$ cat config.mk
export PLATFORM = sky130hd
export DESIGN_NAME = dcache_tlc_scope_capture
export DESIGN_NICKNAME = d
export VERILOG_FILES = /design/src/rtl/dcache_tlc_scope_pkg.sv /design/src/rtl/dcache_tlc_scope_fifo.sv /design/src/rtl/dcache_tlc_scope_capture.sv
export SDC_FILE = /design/constraint.sdc
export NUM_CORES = 1
export LEC_CHECK = 0
export ABC_CLOCK_PERIOD_IN_PS = 2200
export CAP_MARGIN = 20
export CORE_ASPECT_RATIO = 0.7
export CORE_MARGIN = 2
export CORE_UTILIZATION = 34
export CTS_CLUSTER_SIZE = 14
export DETAILED_ROUTE_END_ITERATION = 8
export GPL_TIMING_DRIVEN = 0
export MAX_ROUTING_LAYER = met4
export SLEW_MARGIN = 5
export SYNTH_ARGS = -nofsm -noshare
export SYNTH_HDL_FRONTEND = slang
export SYNTH_SLANG_ARGS = --single-unit
$ cat constraint.sdc
create_clock -name clock -period 2.2 [get_ports clock]
set_clock_uncertainty 0.2 [all_clocks]
set_input_delay 0.44 -clock clock [delete_from_list [all_inputs] [get_ports clock]]
set_output_delay 0.44 -clock clock [all_outputs]
set_load 0.05 [all_outputs]
$ cat src/rtl/dcache_tlc_scope_pkg.sv
// Shared types and helpers for the hart-0 dcache TileLink C-channel scope capture.
// Opcodes, the summary record layout and the expected-beat calculation.
package dcache_tlc_scope_pkg;

    localparam logic [2:0] ProbeAck     = 3'd4;
    localparam logic [2:0] ProbeAckData = 3'd5;
    localparam logic [2:0] Release      = 3'd6;
    localparam logic [2:0] ReleaseData  = 3'd7;

    localparam int TRUNC_TIMEOUT = 256;

    typedef enum logic {
        IDLE  = 1'b0,
        BURST = 1'b1
    } scope_state_t;

    typedef struct packed {
        logic [44:0] header;
        logic [7:0]  beats;
        logic [31:0] sig;
        logic [2:0]  flags;
    } tlc_rec_t;

    // Data opcodes carry 4-byte beats; anything larger than 512 bytes is clamped.
    function automatic logic [7:0] beats_for(input logic [2:0] opcode, input logic [3:0] size);
        logic [7:0] n;
        n = 8'd1;
        if (opcode[0] && size > 4'd2) begin
            if (size > 4'd9) n = 8'd128;
            else             n = 8'd1 << (size - 4'd2);
        end
        return n;
    endfunction

endpackage

$ cat src/rtl/dcache_tlc_scope_fifo.sv
// First-word-fall-through record FIFO for the scope capture stage.
// A push while full is refused unless a pop happens in the same cycle.
module dcache_tlc_scope_fifo
    import dcache_tlc_scope_pkg::*;
#(
    parameter int  FIFO_DEPTH = 4,
    parameter type rec_t      = tlc_rec_t
) (
    input  logic                     clock,
    input  logic                     reset_n,
    input  logic                     push,
    input  logic [$bits(rec_t)-1:0]  pushData,
    input  logic                     pop,
    output logic [$bits(rec_t)-1:0]  headData,
    output logic                     full,
    output logic                     empty
);

    localparam int AW = $clog2(FIFO_DEPTH);
    localparam logic [AW:0] PTR_ONE = 1;
    localparam logic [AW:0] PTR_WRAP = {1'b1, {AW{1'b0}}};

    logic [$bits(rec_t)-1:0] mem [FIFO_DEPTH];
    logic [AW:0] wrPtr;
    logic [AW:0] rdPtr;
    logic        doPush;
    logic        doPop;

    assign empty    = (wrPtr == rdPtr);
    assign full     = ((wrPtr ^ rdPtr) == PTR_WRAP);
    assign doPop    = pop & ~empty;
    assign doPush   = push & (~full | doPop);
    assign headData = mem[rdPtr[AW-1:0]];

    // Storage is cleared on reset so the head reads as zero until the first push.
    always_ff @(posedge clock or negedge reset_n) begin
        if (!reset_n) begin
            wrPtr <= '0;
            rdPtr <= '0;
            for (int i = 0; i < FIFO_DEPTH; i++) mem[i] <= '0;
        end else begin
            if (doPush) begin
                mem[wrPtr[AW-1:0]] <= pushData;
                wrPtr <= wrPtr + PTR_ONE;
            end
            if (doPop) rdPtr <= rdPtr + PTR_ONE;
        end
    end

endmodule

$ cat src/rtl/dcache_tlc_scope_capture.sv
// Passive capture of dcache TL-C messages into one summary record per message.
// Never back-pressures the probed channel; overflowing records are counted and dropped.
//
//   state | meaning
//   IDLE  | waiting for the first beat of a message
//   BURST | multi-beat data message open, collecting remaining beats
module dcache_tlc_scope_capture
    import dcache_tlc_scope_pkg::*;
#(
    parameter int FIFO_DEPTH = 4,
    parameter int DROP_CNT_W = 8
) (
    input  logic                  clock,
    input  logic                  reset_n,
    input  logic                  c_ready,
    input  logic                  c_valid,
    input  logic [2:0]            c_opcode,
    input  logic [2:0]            c_param,
    input  logic [3:0]            c_size,
    input  logic [2:0]            c_source,
    input  logic [31:0]           c_address,
    input  logic [31:0]           c_data,
    input  logic                  c_corrupt,
    output logic                  rec_valid,
    input  logic                  rec_ready,
    output logic [44:0]           rec_header,
    output logic [7:0]            rec_beats,
    output logic [31:0]           rec_sig,
    output logic [2:0]            rec_flags,
    output logic [DROP_CNT_W-1:0] drop_count,
    output logic                  busy
);

    localparam logic [7:0] IDLE_LAST = 8'(TRUNC_TIMEOUT - 1);
    localparam logic [DROP_CNT_W-1:0] DROP_ONE = 1;

    scope_state_t stateQ, stateNext;

    logic [44:0] hdrQ, hdrNext;
    logic [7:0]  beatsQ, beatsNext;
    logic [31:0] sigQ, sigNext;
    logic        corruptQ, corruptNext;
    logic        changedQ, changedNext;
    logic [7:0]  remQ, remNext;
    logic [7:0]  idleCnt, idleNext;
    logic [DROP_CNT_W-1:0] dropCount;

    logic        fire;
    logic [44:0] inHdr;
    logic [7:0]  expBeats;
    logic        pushEn;
    logic        truncNow;
    tlc_rec_t    pushRec;
    tlc_rec_t    headRec;
    logic        fifoFull;
    logic        fifoEmpty;
    logic        popEn;

    assign fire     = c_valid & c_ready;
    assign inHdr    = {c_opcode, c_param, c_size, c_source, c_address};
    assign expBeats = beats_for(c_opcode, c_size);

    always_ff @(posedge clock or negedge reset_n) begin
        if (!reset_n) begin
            stateQ    <= IDLE;
            hdrQ      <= '0;
            beatsQ    <= '0;
            sigQ      <= '0;
            corruptQ  <= 1'b0;
            changedQ  <= 1'b0;
            remQ      <= '0;
            idleCnt   <= '0;
        end else begin
            stateQ    <= stateNext;
            hdrQ      <= hdrNext;
            beatsQ    <= beatsNext;
            sigQ      <= sigNext;
            corruptQ  <= corruptNext;
            changedQ  <= changedNext;
            remQ      <= remNext;
            idleCnt   <= idleNext;
        end
    end

    // The pushed record is built from next-state values so the final beat is included.
    always_comb begin
        stateNext   = stateQ;
        hdrNext     = hdrQ;
        beatsNext   = beatsQ;
        sigNext     = sigQ;
        corruptNext = corruptQ;
        changedNext = changedQ;
        remNext     = remQ;
        idleNext    = idleCnt;
        pushEn      = 1'b0;
        truncNow    = 1'b0;
        unique case (stateQ)
            IDLE: begin
                idleNext = '0;
                if (fire) begin
                    hdrNext     = inHdr;
                    beatsNext   = 8'd1;
                    sigNext     = c_opcode[0] ? c_data : 32'd0;
                    corruptNext = c_corrupt;
                    changedNext = 1'b0;
                    if (expBeats == 8'd1) begin
                        pushEn = 1'b1;
                    end else begin
                        stateNext = BURST;
                        remNext   = expBeats - 8'd1;
                    end
                end
            end
            BURST: begin
                if (fire) begin
                    idleNext    = '0;
                    beatsNext   = beatsQ + 8'd1;
                    sigNext     = sigQ ^ c_data;
                    corruptNext = corruptQ | c_corrupt;
                    changedNext = changedQ | (inHdr != hdrQ);
                    remNext     = remQ - 8'd1;
                    if (remQ == 8'd1) begin
                        pushEn    = 1'b1;
                        stateNext = IDLE;
                    end
                end else if (c_valid) begin
                    idleNext = '0;
                end else if (idleCnt == IDLE_LAST) begin
                    idleNext  = '0;
                    pushEn    = 1'b1;
                    truncNow  = 1'b1;
                    stateNext = IDLE;
                end else begin
                    idleNext = idleCnt + 8'd1;
                end
            end
            default: stateNext = IDLE;
        endcase
        pushRec.header = hdrNext;
        pushRec.beats  = beatsNext;
        pushRec.sig    = sigNext;
        pushRec.flags  = {corruptNext, changedNext, truncNow};
    end

    assign popEn = rec_ready & ~fifoEmpty;

    dcache_tlc_scope_fifo #(
        .FIFO_DEPTH (FIFO_DEPTH),
        .rec_t      (tlc_rec_t)
    ) u_fifo (
        .clock    (clock),
        .reset_n  (reset_n),
        .push     (pushEn),
        .pushData (pushRec),
        .pop      (popEn),
        .headData (headRec),
        .full     (fifoFull),
        .empty    (fifoEmpty)
    );

    always_ff @(posedge clock or negedge reset_n) begin
        if (!reset_n) begin
            dropCount <= '0;
        end else if (pushEn && fifoFull && !popEn && dropCount != '1) begin
            dropCount <= dropCount + DROP_ONE;
        end
    end

    assign rec_valid  = ~fifoEmpty;
    assign rec_header = headRec.header;
    assign rec_beats  = headRec.beats;
    assign rec_sig    = headRec.sig;
    assign rec_flags  = headRec.flags;
    assign drop_count = dropCount;
    assign busy       = (stateQ == BURST);

endmodule

==> results of run 1 <==
registers in the layout, summed over array words and instances (netlist names):
| signal | count |
|---|---|
| u_fifo.rdPtr | 3 |
| hdrQ | 45 |
| changedQ | 1 |
| idleCnt | 8 |
| remQ | 8 |
| drop_count | 8 |
| corruptQ | 1 |
| beatsQ | 8 |
| u_fifo.mem | 352 |
| sigQ | 32 |
| u_fifo.wrPtr | 3 |
| busy | 1 |
cells in the final DEF, fill, tap and decap left out, drive strengths merged, types with 47 or more instances in the layout:
cell type	instances
xnor2	48
o21ai	361
buf	251
a21oi	47
nor2	71
mux4	88
inv	103
dfrtp	470
clkbuf	115
clkdlybuf4s50	85
nand2	370
worst paths after layout:
| path | slack, ns | cells past startpoint | endpoint |
|---|---|---|---|
| setup / recovery | -0.69 | 5 | rec_header[33] |
| hold reg to reg | 0.29 | 2 | u_fifo.mem[35]$_DFFE_PN0P_ |
| min in group asynchronous | 0.22 | 2 | u_fifo.mem[160]$_DFFE_PN0P_ |
| hold / removal | 0.11 | 5 | hdrQ[36]$_DFF_PN0_ |
| setup reg to reg | -0.50 | 12 | u_fifo.mem[164]$_DFFE_PN0P_ |
| max in group asynchronous | 0.57 | 3 | sigQ[22]$_DFF_PN0_ |
layer usage:
layer / share of wire [%] / global-route usage (%) / vias to the layer above
met3: 6.7 / 4.36 / 107
li1: - / - / 7402
met4: 2.4 / 6.46 / 0
met2: 46 / 30.4 / 539
met5: 0 / - / -
met1: 45 / 29.3 / 8649
worst max-delay path, stage by stage (launching register included):
cell	delay [ns]
dfrtp_2	0.42
clkbuf_16	0.19
buf_16	0.17
buf_12	0.14
mux4_2	0.54
buf_6	0.18
final cells by class:
type | instances | area (um^2) | area share (%)
clock buffer | 65 | 1410 | 4.82
sequential | 470 | 11800 | 40.3
multi-input combinational | 1248 | 9330 | 31.9
timing repair buffer | 265 | 3250 | 11.1
inverter | 101 | 388 | 1.33
antenna | 5 | 12.5 | 0.0428
buffer | 127 | 1750 | 5.98
tap | 819 | 1020 | 3.51
clock inverter | 28 | 284 | 0.972
power breakdown:
part	leakage (nW)	internal, mW	switching [mW]	total, mW
Sequential	6.13	11.7	2.06	13.7
Clock	0.824	5.02	3.73	8.75
Combinational	6.07	7.59	10.1	17.7
Total	13.0	24.3	15.9	40.2
stage by stage:
stage	power [mW]	hold WS [ns]	std cells	utilization (%)
final	40.2	0.108	3128	47.3
after global routing	42.3	0.128	3127	47.2
after CTS	38.9	0.139	3077	44.2
after detailed placement	29.0	0.273	2950	39.9
after global placement	28.6	0.263	2946	39.7
after floorplan	23.9	-0.0556	1950	-
cells in the mapped netlist (5+ instances only):
library cell and instances:
a211oi_2 5, a21oi_1 47, a22o_1 33, a22oi_1 5
a31oi_1 7, and2_1 5, and3_1 5, buf_1 11
buf_2 49, buf_4 34, buf_6 6, clkbuf_1 31
dfrtp_1 470, ha_1 14, inv_1 99, mux2_1 6
mux2_2 37, mux2i_1 45, mux4_2 88, nand2_1 370
nand3_1 12, nand4_1 10, nor2_1 71, nor3_1 12
nor4_1 6, o21ai_0 72, o21ai_1 289, xnor2_1 48
xor2_1 19
cells by family (layout without fill, tap and decap cells):
group / count (synthesis) / count (layout) / share of synthesized area [%]
and+or+nand+nor: 513 / 513 / 9.98
AOI/OAI and AO/OA: 476 / 476 / 12.3
DFF: 470 / 470 / 55.1
buffers and inverters: 232 / 586 / 5.18
muxes: 178 / 178 / 13.8
xor gates and xnor gates: 67 / 67 / 2.75
adders and majority gates: 14 / 14 / 0.821
other: 0 / 5 / 0
what timing repair did:
action	CTS	global route
setup buffers	25	34
resized for setup	725	364
gates cloned	9	18
endpoints found under the hold margin	75	0
pin swaps	6	12
hold buffers	1	0
setup endpoints to repair	557	556
==> impl_results.md, run 1 <==
* Filler cells at 5404
* Net Count, Synth at 2047
* Synthesized area per cell at roughly 11 um^2
* Post-route clock period utilization at 131%
* Worst hold path class: in -> reg
* Antenna violations before repair at 5
* Setup WS pre-CTS at -1.88 ns
* Synthesized area at 0.0213 mm^2
* EDFF count, synth at 0
* Buffers on Ports at 177
* Clock sink total at 470
* Setup violations, final at ~540
* Final hold viol count at 0
* Status: finished with violations
* First-pass GRT wire length at about 100000 um
* Yosys cell types at 60
* Worst Tran Pin Value at around 0.73 ns
* Initial Utilization at 34.5%
* IO Pins at roughly 180
* Chip height at roughly 210 um
* RSZ-0062 raised after global routing: yes
* Vias at 16700
* Root Buffer: clkbuf_16
* Gpl congestion at about 0.8
* GR Util All Layers at 20.9%
* Antenna viol nets, final at 0
* Maximum Capacitance Violations at 0
* Ys Warns at 0
* Largest net degree at the start of global routing at 115
* Area growth syn-to-layout at 36.9%
* Post-DR vias/cell at 5.34
* Critical path class: reg -> out
* Async SR Flop Fraction at 100%
* Rows at between 70 and 80
* Routed WL at 68300 um
* Setup TNS Final at -206.48 ns
* Routed length per instance at 21.8 um
* LEAKAGE at 13.0 nW
* Number of H-tree levels at 2
* Dominant cell type by area after synthesis: dfrtp_1
* Initial DRT Pass Iterations at 5
* Worst-path clk slew at about 0.060 ns
* Synth Flop Type: dfrtp_1
* CP startpoint kind: flop
* Core ar. at around 0.062 mm^2
* Final #Nets at ~2400
* TritonCTS clock tree: yes
* Clk Latency, worst-skew pair at approximately 0.60 ns
* Final slew viol count at 0
* Syn Inst Count at approximately 2000
* Tmin final at 2.89 ns
* VDD IR-drop max at 0.000643 V
* Finished Cell Area at a little under 0.03 mm^2
* Die width at just over 300 um
* Register bit count reported by yosys at 470
* Synth top area cells: dfrtp_1 55%, mux4_2 9.3%, o21ai_1 6.8%, nand2_1 6.5%, mux2i_1 2.1%
* Grt total ovfl at 0
* Slew HR at 51.5%
* WP data required at 1.56 ns
* Register area share after synthesis at 55.1%
* Number of remaining DRC errors at 0
* Violated checks: negative setup slack
* Maximum clock rate at around 350 MHz
* Share of Yosys cell area claimed by the top area cell type at 55.1%
* Detailed router's first-iteration violation count at around 1700
* CP max FO at 8
* Clock buffer depth at 3
* Hold Startpoint: c_size[1]
* DP Wirelength at between 40000 and 50000 um
* Worst Setup End Kind: output port
* Layout cells sized above 1 at 30.6%
* CP Data Arrival Time at 2.25 ns
* TritonCTS Buffers at 50
* CP Launch Point: u_fifo.rdPtr[0]$_DFFE_PN0P_
* PD cells at between 1000 and 1500 mW/mm^2
* Vias in the first global route at 16400
* Setup ws final at -0.686 ns
* Total Die Area at 0.0648 mm^2
* Worst reg2reg path startpoint: busy$_DFF_PN0_
* Area of placed instances at about 0.025 mm^2
Power figures use the tool's default switching activity.
==> run 2, diff against run 1 <==
Settings changed: CTS_BUF_LIST set to sky130_fd_sc_hd__clkbuf_8 sky130_fd_sc_hd__clkbuf_16, RECOVER_POWER set to 25.
==> run 2 against run 1 <==
  * The run still ends with negative setup slack left
  * Utilization down 0.21 points
  * Sequential share of layout area increased by 0.18 points
  * Worst setup slack got worse by 0.0028 ns
  * Hold slack gained 0.00074 ns
  * Register-to-register slack is essentially flat
  * First-iteration DRC count shrank 5.9%
  * Combinational power is essentially flat
  * Wire length is 0.65% lower
  * Non-clock buffer count shrank 2
  * Largest power group unchanged
==> impl_results.md, run 2 (synthesis gave the netlist of run 1 again) <==
* Met3 Resource Use GR at 4.36% (unchanged)
* TritonCTS Buffers at 50 (unchanged)
* Routed length per instance at 21.7 um (was 21.8 um)
* Violated checks: negative setup slack (unchanged)
* WP data required at 1.56 ns (about the same)
* Placed cell count at 2950 (unchanged)
* Final slew viol count at 0 (unchanged)
* Commonest non-fill, non-tap cell in the layout: dfrtp_1 (unchanged)
* Routed WL at 67800 um (was 68300 um)
* Clk Latency, worst-skew pair at 0.60 ns (about the same)
* Worst-path clk slew at 0.07 ns (was 0.06 ns)
* Rows at 76 (unchanged)
* First-pass GRT wire length at 99500 um (unchanged)
* Worst Setup End Kind: output port (unchanged)
* Final #Nets at 2358 (was 2360)
* Antenna violations before repair at 5 (unchanged)
* VDD IR-drop max at 0.000644 V (was 0.000643 V)
* Commonest non-fill, non-tap cells in the layout: 468 x dfrtp_1, 324 x o21ai_1, 298 x nand2_1 (was 468 x dfrtp_1, 323 x o21ai_1, 292 x nand2_1)
* Number of remaining DRC errors at 0 (unchanged)
* DP Wirelength at 44000 um (unchanged)
* Gpl congestion at 0.796 (unchanged)
* Post-route clock period utilization at 131% (about the same)
* Number of H-tree levels at 2 (unchanged)
* Largest register FFs at 352 (unchanged)
* Final hold viol count at 0 (unchanged)
* Biggest register: u_fifo.mem (unchanged)
* Detailed router's first-iteration violation count at 1556 (was 1654)
* WHS Path Cells at 5 (unchanged)
* Tmin final at 2.89 ns (about the same)
* Status: finished with violations (unchanged)
* CP startpoint kind: flop (unchanged)
* Die width at 303 um (unchanged)
* TritonCTS clock tree: yes (unchanged)
* Maximum clock rate at 346 MHz (was 347 MHz)
* Worst Tran Pin Value at 1.25 ns (was 0.727 ns)
* Post-DR vias/cell at 5.33 (was 5.34)
* Buffers on Ports at 177 (unchanged)
* Setup ws final at -0.688 ns (was -0.686 ns)
* Initial Utilization at 34.5% (unchanged)
* Critical path class: reg -> out (unchanged)
* Total Die Area at 0.0648 mm^2 (unchanged)
* Final Non-Filler Cells at 3126 (was 3128)
* Grt total ovfl at 0 (unchanged)
* Core ar. at 0.0618 mm^2 (unchanged)
* Setup TNS Final at -206.78 ns (was -206.48 ns)
* Layer with the highest usage: met2 (unchanged)
* Root Buffer: clkbuf_16 (unchanged)
* Largest registers: u_fifo.mem (352), hdrQ (45), sigQ (32) (unchanged)
* Grt met2 use at 30.4% (unchanged)
* Worst R2R Path Depth at 10 (was 12)
* Largest net degree at the start of global routing at 115 (unchanged)
* Initial DRT Pass Iterations at 6 (was 5)
* LEAKAGE at 13.0 nW (about the same)
* Vias in the first global route at 16400 (unchanged)
* PD cells at 1380 mW/mm^2 (about the same)
* Worst hold path class: in -> reg (unchanged)
* RSZ-0062 raised after global routing: yes (unchanged)
* Layout cells sized above 1 at 30.1% (was 30.6%)
* CP max FO at 8 (unchanged)
* GR Util All Layers at 20.9% (unchanged)
* Clock buffer depth at 3 (unchanged)
* M1 GR Usage at 29.3% (unchanged)
* Vias at 16700 (about the same)
* Setup violations, final at 541 (was 542)
* CP Data Arrival Time at 2.25 ns (about the same)
* Slew HR at 16.8% (was 51.5%)
* Area growth syn-to-layout at 36.2% (was 36.9%)
* Antenna viol nets, final at 0 (unchanged)
* Layout Utilization at 47.0% (was 47.3%)
* Maximum Capacitance Violations at 0 (unchanged)
* Chip height at 214 um (unchanged)
* IO Pins at 181 (unchanged)
* Clock sink total at 470 (unchanged)
## run 2: cell count changes in the layout (fill, tap and decap cells not counted), sizes merged
| cell | change |
|---|---|
| clkbuf | -6 |
| inv | +6 |
| buf | -2 |
## run 2: final timing paths
check                                       startpoint                     endpoint  slack (ns)
min                                          c_size[1]           hdrQ[36]$_DFF_PN0_        0.11
min in group asynchronous                      reset_n  u_fifo.mem[160]$_DFFE_PN0P_        0.45
max                        u_fifo.rdPtr[0]$_DFFE_PN0P_               rec_header[33]       -0.69
min reg2reg                 u_fifo.mem[88]$_DFFE_PN0P_   u_fifo.mem[88]$_DFFE_PN0P_        0.28
max in group asynchronous                      reset_n  u_fifo.mem[120]$_DFFE_PN0P_        0.16
max reg2reg                       idleCnt[1]$_DFF_PN0_   u_fifo.mem[89]$_DFFE_PN0P_       -0.50
## run 2: cell type report
type,count,area [um^2]
repair buffers,263,3180
clock inverters,34,307
clock buffers,59,1390
flip-flops and latches,470,11800
inverters,101,388
multi-input cells,1248,9280
fillers,5427,32700
well taps,819,1020
diodes,5,12.5
plain buffers,127,1730
## run 2: power breakdown
group	internal, mW	switching (mW)
Combinational	7.55	10.1
Clock	4.99	3.73
Sequential	11.7	2.03
Total	24.2	15.9
## run 2: per-stage QoR
| step | cell area, um^2 | setup WS, ns | power, mW | hold slack (ns) |
|---|---|---|---|---|
| after floorplan | 21800 | -0.439 | 23.9 | -0.0556 |
| after global placement | 24600 | -21.76 | 28.6 | 0.263 |
| after detailed placement | 24700 | -1.88 | 29.0 | 0.273 |
| after CTS | 27300 | -0.759 | 38.9 | 0.139 |
| after global routing | 29100 | -0.727 | 42.2 | 0.125 |
| final | 29100 | -0.688 | 40.1 | 0.109 |
## run 2: layer usage
layer | vias up | part of all wire [%]
li1 | 7391 | -
met1 | 8589 | 45
met2 | 558 | 45
met3 | 114 | 7.0
met4 | 0 | 2.6
met5 | - | 0
## run 2: worst max-delay path, cell delays in order, from the launching register on
cell	delay, ns
dfrtp_2	0.42
clkbuf_16	0.19
buf_16	0.17
buf_12	0.14
mux4_2	0.54
buf_6	0.18
## run 2: repair_timing
| item | in CTS | in global routing |
|---|---|---|
| gates resized for setup | 725 | 351 |
| setup buffers | 25 | 34 |
| hold buffers | 1 | 0 |
| endpoints found under the setup margin | 557 | 556 |
| hold endpoints to repair | 75 | 0 |
| pin swaps | 6 | 12 |
| cloned | 9 | 16 |
